`config.mk`:
```
export PLATFORM = sky130hd
export DESIGN_NAME = regfile_writeback_arbiter
export DESIGN_NICKNAME = d
export VERILOG_FILES = /design/src/rtl/regfile_writeback_arbiter.sv
export SDC_FILE = /design/constraint.sdc
export NUM_CORES = 1
export LEC_CHECK = 0
export BUFFER_PORTS_ARGS = -buffer_cell sky130_fd_sc_hd__buf_2
export CORE_AREA = 2 2 228 230
export DETAILED_ROUTE_END_ITERATION = 6
export DIE_AREA = 0 0 230 232
export PLACE_DENSITY = 0.38
export RECOVER_POWER = 25
export REMOVE_ABC_BUFFERS = 1
export SLEW_MARGIN = 20
export SYNTH_ARGS = -nofsm -noshare
export SYNTH_HDL_FRONTEND = slang
export SYNTH_SLANG_ARGS = --single-unit
```
`constraint.sdc`:
```
create_clock -name clk -period 5.95 [get_ports clk]
set_input_delay 0.2975 -clock clk [delete_from_list [all_inputs] [get_ports clk]]
set_output_delay 0.2975 -clock clk [all_outputs]
set_load 0.1 [all_outputs]
```
`src/rtl/regfile_writeback_arbiter.sv`:
```
// Purpose: merges ALU and load results into the single register-file write port (x0 writes dropped).
// Latency: entry accepted at edge t is popped at edge t+1 at the earliest and shows on write_reg for one cycle.
// Backpressure: per-source ready = registered FIFO count below depth; a full FIFO never passes through.

module rwa_fifo #(
  parameter int W     = 8,
  parameter int DEPTH = 2
) (
  input  logic         clk,
  input  logic         reset,
  input  logic         i_push,
  input  logic [W-1:0] i_push_dat,
  input  logic         i_pop,
  output logic [W-1:0] o_head_dat,
  output logic         o_empty,
  output logic         o_full
);
  localparam int PTR_W = $clog2(DEPTH);
  localparam int CNT_W = $clog2(DEPTH + 1);

  logic [W-1:0]     r_mem [DEPTH];
  logic [PTR_W-1:0] r_wr_ptr;
  logic [PTR_W-1:0] r_rd_ptr;
  logic [CNT_W-1:0] r_count;

  // Storage is not reset: slots are only meaningful while r_count covers them.
  always_ff @(posedge clk) begin
    if (i_push) begin
      r_mem[r_wr_ptr] <= i_push_dat;
    end
  end

  // Wrapping pointers and occupancy; push and pop together leave the count alone.
  always_ff @(posedge clk or posedge reset) begin
    if (reset) begin
      r_wr_ptr <= '0;
      r_rd_ptr <= '0;
      r_count  <= '0;
    end else begin
      if (i_push) begin
        r_wr_ptr <= r_wr_ptr + PTR_W'(1);
      end
      if (i_pop) begin
        r_rd_ptr <= r_rd_ptr + PTR_W'(1);
      end
      case ({i_push, i_pop})
        2'b10:   r_count <= r_count + CNT_W'(1);
        2'b01:   r_count <= r_count - CNT_W'(1);
        default: r_count <= r_count;
      endcase
    end
  end

  assign o_head_dat = r_mem[r_rd_ptr];
  assign o_empty    = (r_count == '0);
  assign o_full     = (r_count == CNT_W'(DEPTH));
endmodule

module regfile_writeback_arbiter #(
  parameter int DATA_WIDTH   = 64,
  parameter int NUM_REGS     = 32,
  parameter int NUM_REGS_LOG = $clog2(NUM_REGS),
  parameter int FIFO_DEPTH   = 2,
  parameter int STARVE_LIMIT = 4
) (
  input  logic                    clk,
  input  logic                    reset,
  input  logic                    alu_valid,
  output logic                    alu_ready,
  input  logic [NUM_REGS_LOG-1:0] alu_rd,
  input  logic [DATA_WIDTH-1:0]   alu_data,
  input  logic                    mem_valid,
  output logic                    mem_ready,
  input  logic [NUM_REGS_LOG-1:0] mem_rd,
  input  logic [DATA_WIDTH-1:0]   mem_data,
  output logic [NUM_REGS_LOG-1:0] write_reg,
  output logic [DATA_WIDTH-1:0]   write_data,
  output logic                    busy
);
  typedef struct packed {
    logic [NUM_REGS_LOG-1:0] rd;
    logic [DATA_WIDTH-1:0]   dat;
  } wb_ent_t;

  localparam int ENT_W = $bits(wb_ent_t);
  localparam int STV_W = $clog2(STARVE_LIMIT + 1);

  wb_ent_t          w_alu_in;
  wb_ent_t          w_mem_in;
  wb_ent_t          w_alu_head;
  wb_ent_t          w_mem_head;
  logic             w_alu_empty;
  logic             w_mem_empty;
  logic             w_alu_full;
  logic             w_mem_full;
  logic             w_alu_push;
  logic             w_mem_push;
  logic             w_pop_alu;
  logic             w_pop_mem;
  logic             w_starved;
  logic [STV_W-1:0] r_starve;

  assign w_alu_in  = '{rd: alu_rd, dat: alu_data};
  assign w_mem_in  = '{rd: mem_rd, dat: mem_data};
  assign alu_ready = !w_alu_full;
  assign mem_ready = !w_mem_full;

  // A handshake to x0 completes but is never queued: x0 is hardwired in the register file.
  assign w_alu_push = alu_valid && alu_ready && (alu_rd != '0);
  assign w_mem_push = mem_valid && mem_ready && (mem_rd != '0);

  rwa_fifo #(.W(ENT_W), .DEPTH(FIFO_DEPTH)) u_alu_fifo (
    .clk        (clk),
    .reset      (reset),
    .i_push     (w_alu_push),
    .i_push_dat (w_alu_in),
    .i_pop      (w_pop_alu),
    .o_head_dat (w_alu_head),
    .o_empty    (w_alu_empty),
    .o_full     (w_alu_full)
  );

  rwa_fifo #(.W(ENT_W), .DEPTH(FIFO_DEPTH)) u_mem_fifo (
    .clk        (clk),
    .reset      (reset),
    .i_push     (w_mem_push),
    .i_push_dat (w_mem_in),
    .i_pop      (w_pop_mem),
    .o_head_dat (w_mem_head),
    .o_empty    (w_mem_empty),
    .o_full     (w_mem_full)
  );

  assign w_starved = (r_starve == STV_W'(STARVE_LIMIT));

  // Fixed priority to loads, except a starved ALU head is forced through.
  always_comb begin
    w_pop_alu = 1'b0;
    w_pop_mem = 1'b0;
    if (w_starved && !w_alu_empty) begin
      w_pop_alu = 1'b1;
    end else if (!w_mem_empty) begin
      w_pop_mem = 1'b1;
    end else if (!w_alu_empty) begin
      w_pop_alu = 1'b1;
    end
  end

  // Count consecutive ALU losses; any ALU win or an empty ALU FIFO clears the count.
  always_ff @(posedge clk or posedge reset) begin
    if (reset) begin
      r_starve <= '0;
    end else if (w_pop_alu || w_alu_empty) begin
      r_starve <= '0;
    end else if (w_pop_mem && !w_starved) begin
      r_starve <= r_starve + STV_W'(1);
    end
  end

  // Registered write port: one cycle per popped entry, 0/0 otherwise.
  always_ff @(posedge clk or posedge reset) begin
    if (reset) begin
      write_reg  <= '0;
      write_data <= '0;
    end else if (w_pop_alu) begin
      write_reg  <= w_alu_head.rd;
      write_data <= w_alu_head.dat;
    end else if (w_pop_mem) begin
      write_reg  <= w_mem_head.rd;
      write_data <= w_mem_head.dat;
    end else begin
      write_reg  <= '0;
      write_data <= '0;
    end
  end

  assign busy = !w_alu_empty || !w_mem_empty || (write_reg != '0);
endmodule

```
; After elaboration in Yosys (flattened, before gate mapping)
; Memory sizes are Yosys's and may differ from the RTL's.
; Cells that the tools add are included.
[word_totals]
mem_count = 2
ram_bits = 276
inputBits = 142
latch_bits = 0
elab_cells = 66
out_inout_bits = 72
mem_bits_ro = 0
regBits = 80
[mem_list]
columns = name, depth, word_bits, read_ports, rd_ports_with_merged_regs, wr, line_no
row1 = u_alu_fifo.r_mem, 2, 69, 1, 0, 1, 21  ; logic [W-1:0] r_mem [DEPTH];
row2 = u_mem_fifo.r_mem, 2, 69, 1, 0, 1, 21
[op_classes]
n_mul = 0
n_reduce_logical = 22
magnitude_cmp = 0
shift = 0
bitwise = 0
add_sub_neg = 9
eq_ne = 7
n_mux = 17
div = 0
[ops]
columns = operator, n
row1 = $mux 64, 2
row2 = $reduce_bool 5->1, 3
row3 = $mux 5, 2
row4 = $mux 1, 9
row5 = $eq 2x2->1 const B, 4
row6 = $pmux 2 s2, 2
row7 = $logic_and 1x1->1, 6
row8 = $mux 3, 2
row9 = $reduce_bool 2->1, 3
row10 = $logic_not 1->1, 5
row11 = $add 1x1->1 const B, 4
row12 = $add 2x1->2 const B, 2
row13 = $eq 2x1->1 const B, 2
row14 = $logic_not 2->1, 2
row15 = $sub 2x1->2 const B, 2
row16 = $add 3x1->3 const B, 1
row17 = $eq 3x3->1 const B, 1
row18 = $logic_or 1x1->1, 3

; Longest topological paths before layout
; Gate-level depths: netlist of the first run.
[logic_depth]
depth_word = 7
depth_mapped = 10
mapped_depth_nobuf = 9

; Modules after synthesis
; From an unflattened synthesis of the first run, not the netlist that was laid out.
[unflattened]
hier_cells = 797
hier_area_um2 = 15109.5
[by_module_without_submodules]
columns = mod, area_per_inst_um2, seq_area_each_um2, cells_each, n_inst
row1 = rwa_fifo, 5519.0, 4244.1, 232, 2
row2 = regfile_writeback_arbiter, 4071.4, 1801.7, 333, 1

; Least setup slack after synthesis of the first run
; OpenSTA, ideal clock, no wires.
[synth_path]
path_kind = register -> register
startpoint = register u_mem_fifo.r_count[0]
endpoint = memory u_mem_fifo.r_mem[0][0] in the netlist's numbering (enable)
t_required_ns = 5.453
setup_time_ns = 0.497
arrival_time_ns = 4.439
slack_ns = 1.014
n_path_buf = 1
stages_incl_launch_ff = 5
synth_period_minus_slack_ns = 4.936
path_cell_list = dfrtp_1 > buf_2 > nand2b_1 > o211ai_4 > nor2_1
[synth_via]
elab_chain_len = 6
[synth_rtl]
columns = item, line_no
row1 = start: declaration, 24  ; logic [CNT_W-1:0] r_count;
row2 = start signal: assignment, 47  ; 2'b10: r_count <= r_count + CNT_W'(1);
row3 = start signal: assignment, 48  ; 2'b01: r_count <= r_count - CNT_W'(1);
row4 = start signal: assignment, 49  ; default: r_count <= r_count;
row5 = $eq 2x2->1, 56  ; assign o_full = (r_count == CNT_W'(DEPTH));
row6 = $logic_not 1->1, 106  ; assign mem_ready = !w_mem_full;
row7 = net mem_ready, 73  ; output logic mem_ready,
row8 = $logic_and 1x1->1 (2 in series), 110  ; assign w_mem_push = mem_valid && mem_ready && (mem_rd != '0);
row9 = $mux 1, 28  ; if (i_push) begin
row10 = $mux 1 (implied by the code), 29  ; r_mem[r_wr_ptr] <= i_push_dat;
row11 = end: declaration, 21
; The timed path passes the listed nets, and every way through them passes these cells.

; Final worst setup path of the first run
[layout_path]
startpoint = register r_starve[0]
endpoint = register write_data[57]
[layout_via]
elab_chain_len = 5
elab_cells_between_ends = 6
classes_between = eq/ne (1) / mux (4) / reduce/logical (1)
[layout_rtl]
columns = item, line_no
row1 = start: declaration, 101  ; logic [STV_W-1:0] r_starve;
row2 = start signal: assignment, 156  ; r_starve <= r_starve + STV_W'(1);
row3 = $eq 3x3->1 (*), 134  ; assign w_starved = (r_starve == STV_W'(STARVE_LIMIT));
row4 = $logic_and 1x1->1 (*), 140  ; if (w_starved && !w_alu_empty) begin
row5 = $mux 1, 140
row6 = $mux 64, 168  ; end else if (w_pop_mem) begin
row7 = $mux 64 (*), 165  ; end else if (w_pop_alu) begin
row8 = end signal: assignment, 167  ; write_data <= w_alu_head.dat;
row9 = end signal: assignment, 170  ; write_data <= w_mem_head.dat;
row10 = end: declaration, 77  ; output logic [DATA_WIDTH-1:0] write_data,
; Every way passes the cells marked *; elsewhere a longest branch is shown, timed or not.
; A chain may end at the register's enable or synchronous reset.

==> summary.md, run 1 <==
Pin placement for this block handled 214 I/O pins. Of all cell types, the one taking the most synthesized area is sky130_fd_sc_hd__edfxtp_1. IR analysis of the VDD net gives a maximum drop of 0.000335 V. Global router's overall resource usage: 0.119. The number of hold violations in the final report is 0, and the clock latency at the later pin of the worst-skew pair is 0.55 ns. After synthesis, the cell types taking the most area are sky130_fd_sc_hd__edfxtp_1 (66%), sky130_fd_sc_hd__dfrtp_1 (16%), sky130_fd_sc_hd__mux2i_1 (11%), sky130_fd_sc_hd__o22ai_1 (3.4%), sky130_fd_sc_hd__buf_2 (1.2%). After routing the design area is 17300 um^2. The total wire length after detailed routing was 31.5 mm; the die outline area was 53400 um^2.

For this run, the leading register cell type out of synthesis is sky130_fd_sc_hd__edfxtp_1. The worst hold path cell count was 3. The logs give 42 for the number of CTS-inserted buffers and 404 MHz for the maximum achievable frequency.

Dominant cell by count in the synthesized netlist: sky130_fd_sc_hd__edfxtp_1. After synthesis the cells add up to 12600 um^2. The per-cell routed wire length is 18.2 um.

The final worst-path cycle share is 0.416. The worst hold endpoint is u_mem_fifo.r_wr_ptr. For the final database, setup skew stands at 0.0103 ns. The count of clock tree sinks came out at 356. The endpoint of the lowest-slack register-to-register path is write_data[57].

The logs give 0 for the count of maximum capacitance violations and 0 for the number of nets with antenna violations after detailed routing. The run finished with clean final reports. The run gives 0 ns as the sum of negative setup slack. In this run the cell area measured after placement is 14500 um^2. The global routing stage identified its most utilized layer as met2.

Setup repair after global routing left no endpoint under its margin. The first global-routing pass estimated 46.7 mm of wire. In this run the critical register-to-register path is launched from r_starve[0].

The layout cell share with drive strength beyond 1 came out at 0.220. The maximum buffer depth of the clock tree was 3; the clock-pin slew reported for the worst setup and hold paths after clock tree synthesis was 0.06 ns. Path depth of the worst reg2reg path: 6. The total power divided by cell area is 601 nW/um^2. The top-area cell type share of the netlist area came out at 0.658. Summed over all layers, the global routing overflow is 0.

Initial core utilization: 0.248. The die height was 232 um. The max-slew violation total from the final report is 0.

In this run, synthesis produced a sequential element count of 356. The met3 track demand over resource came out at 0.0249. Power comes to 10.4 mW.

The largest registers in the layout are u_alu_fifo.r_mem (138), u_mem_fifo.r_mem (138), write_data (64). The cell family contributing the most delay on the critical path is compound AO/OA/AOI/OAI gates. The clock root buffer is sky130_fd_sc_hd__clkbuf_16. In this run the register-to-register setup slack is 3.48 ns. TritonCTS built the clock tree. The maximum fanout along the worst path was 47; the port buffer count was 213. The number of setup buffers added after CTS came out at 0. The startpoint identified for the worst hold timing path is mem_valid. The number of DRC markers in iteration 0 is 242, and the detailed placer's ending HPWL is 18.8 mm. Ranked by instance count, the synthesized netlist is headed by sky130_fd_sc_hd__edfxtp_1 (276), sky130_fd_sc_hd__mux2i_1 (138), sky130_fd_sc_hd__dfrtp_1 (80), sky130_fd_sc_hd__o22ai_1 (69), sky130_fd_sc_hd__buf_2 (29). Entering global routing, the biggest net connects 48 pins.

Once routing completed, OpenROAD measured the worst setup slack at 3.48 ns. The tools report the number of distinct library cells after synthesis as 22. The pre-CTS setup slack was 3.41 ns. At the end of the flow, the number of nets in the layout was 1166.

The remaining max-slew budget at the tightest pin is 0.375. The number of global-route vias before repair was 7463; the number of diodes was 0. The worst hold path belongs to the class input port to flip-flop.

The number of detailed-routing iterations run before antenna repair is 4. The endpoint required time on the critical path was 6.34 ns. The critical path is of the flip-flop to flip-flop type. The area growth from synthesis to layout is 37.0%. The slew at the pin closest to its max-slew limit is 0.938 ns, and the average cell area after synthesis is 19.7 um^2. The master of the slowest instance on the critical path was sky130_fd_sc_hd__buf_4. During synthesis, Yosys emitted a total of 0 warnings. At the end of routability-driven placement, the weighted congestion stood at 0.671.

The met2 track demand over resource in global routing was 0.197; the core outline area was 50900 um^2. Final hold analysis gives a worst-case slack of 0.115 ns. Share of async-settable or async-resettable flops after synthesis: 0.225. Counting every instance in the synthesized netlist gives 641. Width of the die: 230 um. For the share of the yosys chip area belonging to registers, the log shows 0.817. The leakage power figure was 6.59 nW; the ratio of routed vias to standard cells was 4.03. For this block, the via count after detailed routing is 6982.

Kind of launch point of the worst setup path: a flip-flop. The number of synthesized flops with an enable pin came out at 276. The tools report the DRC violation count after routing as 0. Number of antenna violations at the first check in global routing: 0. The category of the worst setup path capture point is a flip-flop.

The arrival time of the worst setup path is 2.87 ns. The initialized floorplan defines 83 standard-cell rows. Walking the worst path, the cells encountered are inv_1 > ha_1 > nand2_1 > o22ai_4 > buf_4 > o22ai_1. The met1 usage in global routing was 0.153.

The H-tree was split into 2 levels. Setup violations remaining at the end of the flow were counted as 0. Counting both buffers and inverters, the worst setup path holds a total of 2. The largest single stage delay on the critical path is 0.71 ns. The shortest period the worst path allows came out at 2.47 ns.
[through the flow]
| stage | utilization | cells |
|---|---|---|
| after floorplan | - | 610 |
| after global routing | 0.339 | 1734 |
| after global placement | 0.285 | 1516 |
| after CTS | 0.341 | 1734 |
| after detailed placement | 0.286 | 1517 |
| final | 0.339 | 1734 |
[worst reg2reg max path, stage by stage (launching register included)]
cell                      delay [ns]
sky130_fd_sc_hd__dfrtp_1        0.39
sky130_fd_sc_hd__inv_1          0.06
sky130_fd_sc_hd__ha_1           0.16
sky130_fd_sc_hd__nand2_1        0.09
sky130_fd_sc_hd__o22ai_4        0.68
sky130_fd_sc_hd__buf_4          0.73
sky130_fd_sc_hd__o22ai_1        0.22
[power breakdown]
| group | internal, mW | total [mW] | switching [mW] |
|---|---|---|---|
| registers | 3.48 | 3.85 | 0.369 |
| clock network | 1.58 | 2.59 | 1.00 |
| logic | 0.900 | 3.93 | 3.03 |
[cells by family (layout without fill, tap and decap cells)]
logic type	count (synthesis)	after routing	share of synthesized area
xor gates and xnor gates	11	11	0.00765
buffers and inverters	39	452	0.0145
DFF	356	356	0.817
and+or+nand+nor	19	19	0.00784
adders and majority gates	4	4	0.00397
AOI/OAI and AO/OA	74	74	0.0397
muxes	138	138	0.110
[worst max-delay path by stage]
stage,endpoint,startpoint,cells after the start
final,write_data[57],r_starve[0],6
after global routing,write_data[1],r_starve[0],6
after CTS,write_data[1],r_starve[0],6
after detailed placement,write_data[60],r_starve[0],6
after global placement,write_data[61],r_starve[0],6
after floorplan,u_mem_fifo.r_mem[0][0],u_mem_fifo.r_count[0],3
[metal layers]
layer	part of all wire	up-vias
met5	0	-
li1	-	3276
met1	0.45	3501
met3	0.045	50
met2	0.48	155
met4	0.024	0
[cells in the final DEF (no fill, tap or decap), types with 3 or more instances in the layout]
master and n:
sky130_fd_sc_hd__edfxtp_1 276, sky130_fd_sc_hd__mux2i_1 138, sky130_fd_sc_hd__clkbuf_16 45, sky130_fd_sc_hd__buf_2 134
sky130_fd_sc_hd__o22ai_1 69, sky130_fd_sc_hd__dfrtp_1 78, sky130_fd_sc_hd__clkbuf_8 10, sky130_fd_sc_hd__nor2_1 6
sky130_fd_sc_hd__buf_4 13, sky130_fd_sc_hd__nor2_4 4, sky130_fd_sc_hd__xnor2_1 9, sky130_fd_sc_hd__inv_1 7
sky130_fd_sc_hd__clkbuf_1 84, sky130_fd_sc_hd__ha_1 4, sky130_fd_sc_hd__dlygate4sd3_1 139, sky130_fd_sc_hd__clkinv_2 11
sky130_fd_sc_hd__clkinv_1 3
[what timing repair did]
item,in CTS,in global routing
resized for setup,0,0
hold buffers,139,0
endpoints found under the hold margin,309,0
[cell type report]
class	instances	area [um^2]
Fill cell	4929	33600
Clock inverter	17	135
Inverter	8	32.5
Sequential cell	356	10300
Multi-Input combinational cell	246	2180
Tap cell	680	851
Clock buffer	61	1290
Timing Repair Buffer	366	2480
(Power assumes the default switching activity.)
==> run 2: changes to the inputs <==
==> constraint.sdc (replaced) <==
create_clock -name clk -period 2.57 [get_ports clk]
set_input_delay 0.1285 -clock clk [delete_from_list [all_inputs] [get_ports clk]]
set_output_delay 0.1285 -clock clk [all_outputs]
set_load 0.1 [all_outputs]
==> run 2 against run 1 <==
Clock skew shrank 0.00071 ns. Cell area up 0.66%. Critical endpoint is now busy. Register-to-register slack worse by 2.7 ns. First-iteration DRC count is 28% higher. Clock-buffer cell count is 5 lower. Core utilization grew 0.22 points. Sequential power up 130%. Critical path type is now flip-flop to output port. Via count is 0.24% lower. Clock power up 130%. Sequential cell count is the same. Worst hold slack gained 0.068 ns.
==> summary.md, run 2 (synthesis gave the netlist of run 1 again) <==
The tools report the sum of met2 wire segment lengths after detailed routing as 15.3 mm (+0.98%). The global router's overall resource usage came out at 0.120 (+0.00166). For the met1 wire length, the log shows 14.4 mm (+1.1%).

The run gives 310 (+28%) as the number of DRC markers in iteration 0. The path class of the tightest hold or removal check is input port to async pin. The number of CTS-inserted buffers came out at 42 (unchanged). The run finished with clean final reports. The clock root buffer is sky130_fd_sc_hd__clkbuf_16. Internal power of the cells: 13.8 mW (+130%).

The kind of launch point of the worst setup path was a flip-flop. The die height was 232 um (unchanged). The library cells used most frequently in the layout, excluding fill and tap cells, are sky130_fd_sc_hd__edfxtp_1 (276), sky130_fd_sc_hd__buf_2 (149), sky130_fd_sc_hd__dlygate4sd3_1 (141). Endpoint required time on the critical path: 2.44 ns (-3.90 ns). The slew at the pin closest to its max-slew limit is 0.671 ns (-0.267 ns).

The logs give 0 (unchanged) for the count of maximum capacitance violations and 0 (unchanged) for the number of nets with antenna violations after detailed routing. The ratio of routed vias to standard cells was 4.01 (-0.53%); the routability-driven placement congestion ratio was 0.692 (+3.1%). Maximum number of pins on one net before global-route repair: 71 (+48%). The sequential cell area was 10300 um^2 (unchanged). For the detailed placer's ending HPWL, the log shows 17.7 mm (-5.9%).

The proportion of total power due to net switching was 0.426 (+0.000911). The run gives 0 (unchanged) as the number of hold violations in the final report. The largest vdd supply drop was 0.000730 V (+120%); the total power divided by cell area was 1390 nW/um^2 (+130%). The global-route wire length before repair came out at 47.3 mm (+1.3%).

The tools report the row count as 83 (unchanged). Number of setup buffers added after CTS: 0 (unchanged). The tools report the number of antenna violations at the first check in global routing as 0 (unchanged). The run gives 356 (unchanged) as the count of clock tree sinks. The run gives 1.46 mm (+3.6%) as the routed length on met3. For the core outline area, the log shows 50900 um^2 (unchanged).

The number of vias after detailed routing is 6965 (-0.24%). The largest registers in the layout are u_alu_fifo.r_mem (138), u_mem_fifo.r_mem (138), write_data (64). The maximum fanout along the worst path was 5 (-89%); the hold buffer count at CTS was 141 (+1.4%). The run gives 10.3 mW (+130%) as the switching power summed over all nets. The path depth of the worst reg2reg path is 4 (-2). The run gives 0 (unchanged) as the number of diodes. The remaining max-slew budget at the tightest pin was 0.553 (+0.178); the port buffer count was 213 (unchanged). The run gives 0 (unchanged) as the DRC violation count after routing.

The width of the die is 230 um (unchanged), and the number of global-route vias before repair is 7476 (+0.17%). The run gives 0 (unchanged) as the final-report setup violation count. The total wire length after detailed routing was 31.8 mm (+0.92%). The tools report the proportion of power drawn by flip-flops and latches as 0.360 (-0.011).

The arrival time of the worst setup path is 1.85 ns (-1.02 ns). The layout cell share with drive strength beyond 1 was 0.231 (+0.0112); the clock-pin slew reported for the worst setup and hold paths after clock tree synthesis was 0.06 ns (about the same). For the total of fill cells in the finished design, the log shows 5014 (+1.7%).

The run gives 1172 (+0.51%) as the net count reported at finish. The tools report the total number of H-tree levels as 2 (unchanged). The run gives 0.55 ns (about the same) as the clock latency at the later pin of the worst-skew pair. Die outline area: 53400 um^2 (unchanged).

The tools report the portion of total power attributed to combinational logic as 0.394 (+0.015). For the final standard cell count with taps included and fillers excluded, the log shows 1739 (+0.29%). The worst clock skew was 0.00961 ns (-0.000709 ns); the number of detailed-routing iterations run before antenna repair was 4 (unchanged). Counting I/O delays and the setup requirement, the final critical path takes 1.98 ns. Timing would allow up to 506 MHz. The most common library cell in the layout ignoring fill and taps was sky130_fd_sc_hd__edfxtp_1. The worst setup path is of the flip-flop to output port kind.

TritonCTS built the clock tree. Setup repair after global routing left no endpoint under its margin. From synthesis to final layout, the design area changed by 37.9%. Topmost layer with routed signal wires: met4. The final worst-path cycle share was 0.769; the area taken by multi-input logic gates was 2180 um^2 (unchanged). The total power after layout came out at 24.1 mW (+130%). The tools report the category of the worst setup path capture point as an output port.

For the maximum buffer depth of the clock tree, the log shows 3 (unchanged). The run gives 214 (unchanged) as the top-level I/O count. The run gives 0 (unchanged) as the max-slew violation total from the final report. The leftover overflow at the end of global routing was 0 (unchanged).

The tools report the leakage power figure as 6.65 nW (+0.88%). The power share of the clock group was 0.246 (-0.003); the post-CTS resize count was 0 (unchanged). The initial core utilization is 0.248 (unchanged).

The per-cell routed wire length is 18.3 um (+0.63%), and the cell count after placement is 1521 (+0.26%).
-- run 2: cell count changes in the layout (fill, tap and decap cells not counted), moves of 4 or more --
cell and delta:
sky130_fd_sc_hd__buf_12 +9, sky130_fd_sc_hd__clkbuf_1 -13, sky130_fd_sc_hd__clkbuf_8 -6, sky130_fd_sc_hd__buf_2 +15, sky130_fd_sc_hd__buf_4 -4
-- run 2: routing by layer --
metal  track usage  vias to the layer above
li1              -                     3300
met1         0.159                     3457
met2         0.197                      160
met3        0.0290                       48
met4        0.0333                        0
met5             0                        -
-- run 2: critical path, stage by stage (launching register included) --
cell and delay, ns:
sky130_fd_sc_hd__dfrtp_1 0.37, sky130_fd_sc_hd__buf_4 0.16, sky130_fd_sc_hd__nor4_1 0.32, sky130_fd_sc_hd__nand3_1 0.13, sky130_fd_sc_hd__buf_2 0.32
-- run 2: through the flow --
| stage | setup TNS, ns | instance area [um^2] | utilization | worst slack, ns | hold WS (ns) |
|---|---|---|---|---|---|
| floorplan | -694.31 | 12400 | - | -2.35 | 0.227 |
| global placement | 0 | 14700 | 0.288 | 0.736 | 0.231 |
| detailed placement | 0 | 14700 | 0.288 | 0.756 | 0.241 |
| CTS | 0 | 17500 | 0.343 | 0.562 | 0.184 |
| global route | 0 | 17400 | 0.341 | 0.499 | 0.218 |
| finish | 0 | 17400 | 0.341 | 0.593 | 0.183 |
-- run 2: cell type report --
type | count | area share
flip-flops and latches | 356 | 0.593
repair buffers | 372 | 0.152
multi-input cells | 246 | 0.125
clock buffers | 56 | 0.0670
well taps | 680 | 0.0490
clock inverters | 21 | 0.0120
inverters | 8 | 0.00187
-- run 2: final timing paths --
path / from / to / slack, ns
setup / recovery: u_mem_fifo.r_count[0] / busy / 0.59
max in group asynchronous: reset / write_data[30] / 1.66
hold reg to reg: r_starve[0] / r_starve[0] / 0.46
hold / removal: reset / write_data[10] / 0.18
setup reg to reg: u_alu_fifo.r_count[0] / u_alu_fifo.r_mem[1][0] / 0.80
min in group clk: mem_data[55] / u_mem_fifo.r_mem[0][55] / 0.30
-- run 2: power groups by stage --
stage / clock network, mW / logic [mW] / registers, mW
5_1_grt: 6.37 / 10.1 / 8.85
6_report: 5.92 / 9.49 / 8.68
4_1_cts: 6.16 / 9.74 / 8.71
2_1_floorplan: 0 / 2.84 / 13.1
3_5_place_dp: 0 / 9.57 / 8.81
3_3_place_gp: 0 / 9.57 / 8.80
==> run 3: changes to the inputs <==
==> constraint.sdc (replaced) <==
create_clock -name clk -period 1.95 [get_ports clk]
set_input_delay 0.0975 -clock clk [delete_from_list [all_inputs] [get_ports clk]]
set_output_delay 0.0975 -clock clk [all_outputs]
set_load 0.1 [all_outputs]
==> run 3 against run 2 <==
Worst hold slack improved by 0.093 ns. Clock-buffer cell count rose by 6. Die area is the same. Global-route usage up 0.12 points. Highest routed layer unchanged. Clock skew is 0.0036 ns higher. Critical path depth decreased by 2. Via count grew 2.1%. Critical path type unchanged. Core utilization increased by 0.057 points.
==> summary.md, run 3 (synthesis gave the netlist of run 1 again) <==
The row count was 83 (unchanged); the number of antenna violations at the first check in global routing was 0 (unchanged). Leaving out fill and tap cells, the most frequent cell in the layout is sky130_fd_sc_hd__edfxtp_1. The worst path in the final design needs a cycle of 1.86 ns, including I/O delays and setup. For the count of maximum capacitance violations, the log shows 0 (unchanged). For the global router's overall resource usage, the log shows 0.121 (+0.00124). The tools report the kind of launch point of the worst setup path as a flip-flop.

The ratio of routed vias to standard cells was 4.08 (+2.0%). Derived from the worst setup path, the maximum achievable clock frequency is 537 MHz. The total number of H-tree levels is 2 (unchanged), and the per-cell routed wire length is 18.6 um (+1.7%). Largest vdd supply drop: 0.000971 V (+33%). For the number of global-route vias before repair, the log shows 7604 (+1.7%).

The tools report the origin of the critical flop-to-flop path as u_alu_fifo.r_count[0]. The worst setup path is captured at an output port. The detailed placer's ending HPWL came out at 19.9 mm (+13%). The worst setup path is of the flip-flop to output port kind. The tools report the origin of the worst min-delay path as mem_data[40]. The total of fill cells in the finished design was 4966 (-0.96%).

The tools report the clock latency at the later pin of the worst-skew pair as 0.55 ns (about the same). TritonCTS built the clock tree. The number of nets with antenna violations after detailed routing was 0 (unchanged); the arrival time of the worst setup path was 1.76 ns (-0.09 ns). Die height: 232 um (unchanged). For the final setup slack of the worst path, the log shows 0.0888 ns (-0.505 ns). The die outline area was 53400 um^2 (unchanged).

The maximum number of pins on one net before global-route repair was 70 (-1.4%); the number of detailed-routing iterations run before antenna repair was 4 (unchanged). For the DRC violation count after routing, the log shows 0 (unchanged). The area overhead of the layout relative to synthesis is 38.1%.

The port buffer count was 213 (unchanged); the core outline area was 50900 um^2 (unchanged). For the max-slew violation total from the final report, the log shows 0 (unchanged). In this run the worst hold path is classified as input port to flip-flop. The tools report the endpoint required time on the critical path as 1.85 ns (-0.59 ns). The run gives 41 (-2.4%) as the number of CTS-inserted buffers. The run gives 1176 (+0.34%) as the net count reported at finish. The path depth of the worst reg2reg path was 4 (unchanged).

The tools report the number of vias after detailed routing as 7114 (+2.1%). The final worst-path cycle share works out to 0.954. The final standard cell utilization of the core was 0.342 (+0.000566).

The run gives 0 (unchanged) as the number of hold violations in the final report. The initial core utilization is 0.248 (unchanged). For the final-report setup violation count, the log shows 0 (unchanged).

The total power divided by cell area is 1820 nW/um^2 (+31%), and the total wire length after detailed routing is 32.4 mm (+1.9%). For hold timing, the worst endpoint is u_mem_fifo.r_mem[0][40]. The maximum fanout along the worst path works out to 6 (+1). The tools report the number of diodes as 0 (unchanged).

The clock-pin slew reported for the worst setup and hold paths after clock tree synthesis is 0.06 ns (about the same), and the slew at the pin closest to its max-slew limit is 1.42 ns (+0.751 ns). The leakage power figure was 6.60 nW (-0.64%). Routability-driven placement congestion ratio: 0.712 (+2.9%). In the final layout, the registers with the most flip-flops are u_alu_fifo.r_mem (138), u_mem_fifo.r_mem (138), write_data (64). Worst clock skew: 0.0132 ns (+0.00357 ns). The remaining max-slew budget at the tightest pin was 0.0469 (-0.506). The global-route wire length before repair was 47.6 mm (+0.55%); the number of setup buffers added after CTS was 0 (unchanged).

The tools report the minimum setup slack among reg-to-reg paths as 0.20 ns (-0.60 ns). The worst hold path cell count is 2. The maximum buffer depth of the clock tree is 3 (unchanged). The endpoint of the lowest-slack register-to-register path was u_alu_fifo.r_mem[0][62]. Number of DRC markers in iteration 0: 363 (+17%).

The pre-CTS setup slack is 0.187 ns (-0.568 ns), and the width of the die is 230 um (unchanged). The count of clock tree sinks is 356 (unchanged), and the layout cell share with drive strength beyond 1 is 0.216 (-0.0157). The top-level I/O count came out at 214 (unchanged). In the layout the commonest cells are sky130_fd_sc_hd__edfxtp_1 (276), sky130_fd_sc_hd__dlygate4sd3_1 (141), sky130_fd_sc_hd__mux2i_1 (138).

Setup repair after global routing left no endpoint under its margin. The run finished with clean final reports. The clock root buffer was sky130_fd_sc_hd__clkbuf_16. For the leftover overflow at the end of global routing, the log shows 0 (unchanged).
[run 3: per-layer routing]
layer / GRT usage / part of all wire / vias up
li1: - / - / 3290
met1: 0.161 / 0.47 / 3622
met2: 0.199 / 0.48 / 157
met3: 0.0241 / 0.039 / 45
met4: 0.0417 / 0.020 / 0
met5: 0 / 0 / -
[run 3: timing repair]
action | in CTS | in global routing
gates resized for setup | 1 | 2
hold buffers | 141 | 0
setup endpoints to repair | 1 | 1
endpoints found under the hold margin | 314 | 0
[run 3: worst max path at each step]
stage                                     start                      to  cells after the start
after floorplan           u_mem_fifo.r_count[0]  u_mem_fifo.r_mem[0][0]                      3
after global placement                mem_rd[1]   u_mem_fifo.r_count[1]                      6
after detailed placement              alu_rd[0]   u_alu_fifo.r_count[1]                      6
after CTS                 u_mem_fifo.r_count[0]                    busy                      3
after global routing      u_mem_fifo.r_count[1]                    busy                      3
final                     u_mem_fifo.r_count[0]               mem_ready                      2
[run 3: critical path: stages (launching register included)]
cell,delay (ns)
sky130_fd_sc_hd__dfrtp_1,0.51
sky130_fd_sc_hd__nand2b_1,0.22
sky130_fd_sc_hd__buf_2,0.47
[run 3: area by class of cell]
cell class                 count  area [um^2]  share of cell area
clock inverter                13          124             0.00712
clock buffer                  62         1180              0.0676
multi-input combinational    246         2180               0.125
sequential                   356        10300               0.592
tap                          680          851              0.0489
timing repair buffer         377         2740               0.158
inverter                       8         31.3             0.00180
[run 3: stage by stage]
stage          power [mW]  TNS (ns)  cell area, um^2  cells  hold WS (ns)
6_report             31.7         0            17400   1742         0.277
2_1_floorplan        20.8   -927.88            12400    610         0.196
3_3_place_gp         24.5         0            14800   1526         0.138
3_5_place_dp         24.5         0            14800   1526         0.124
4_1_cts              32.3         0            17500   1742        0.0881
5_1_grt              33.1         0            17400   1742         0.254
[run 3: power breakdown]
part / total [mW] / internal [mW] / switching [mW]
Clock: 7.42 / 4.44 / 2.98
Combinational: 12.8 / 3.12 / 9.69
Sequential: 11.4 / 10.6 / 0.817
Total: 31.7 / 18.2 / 13.5
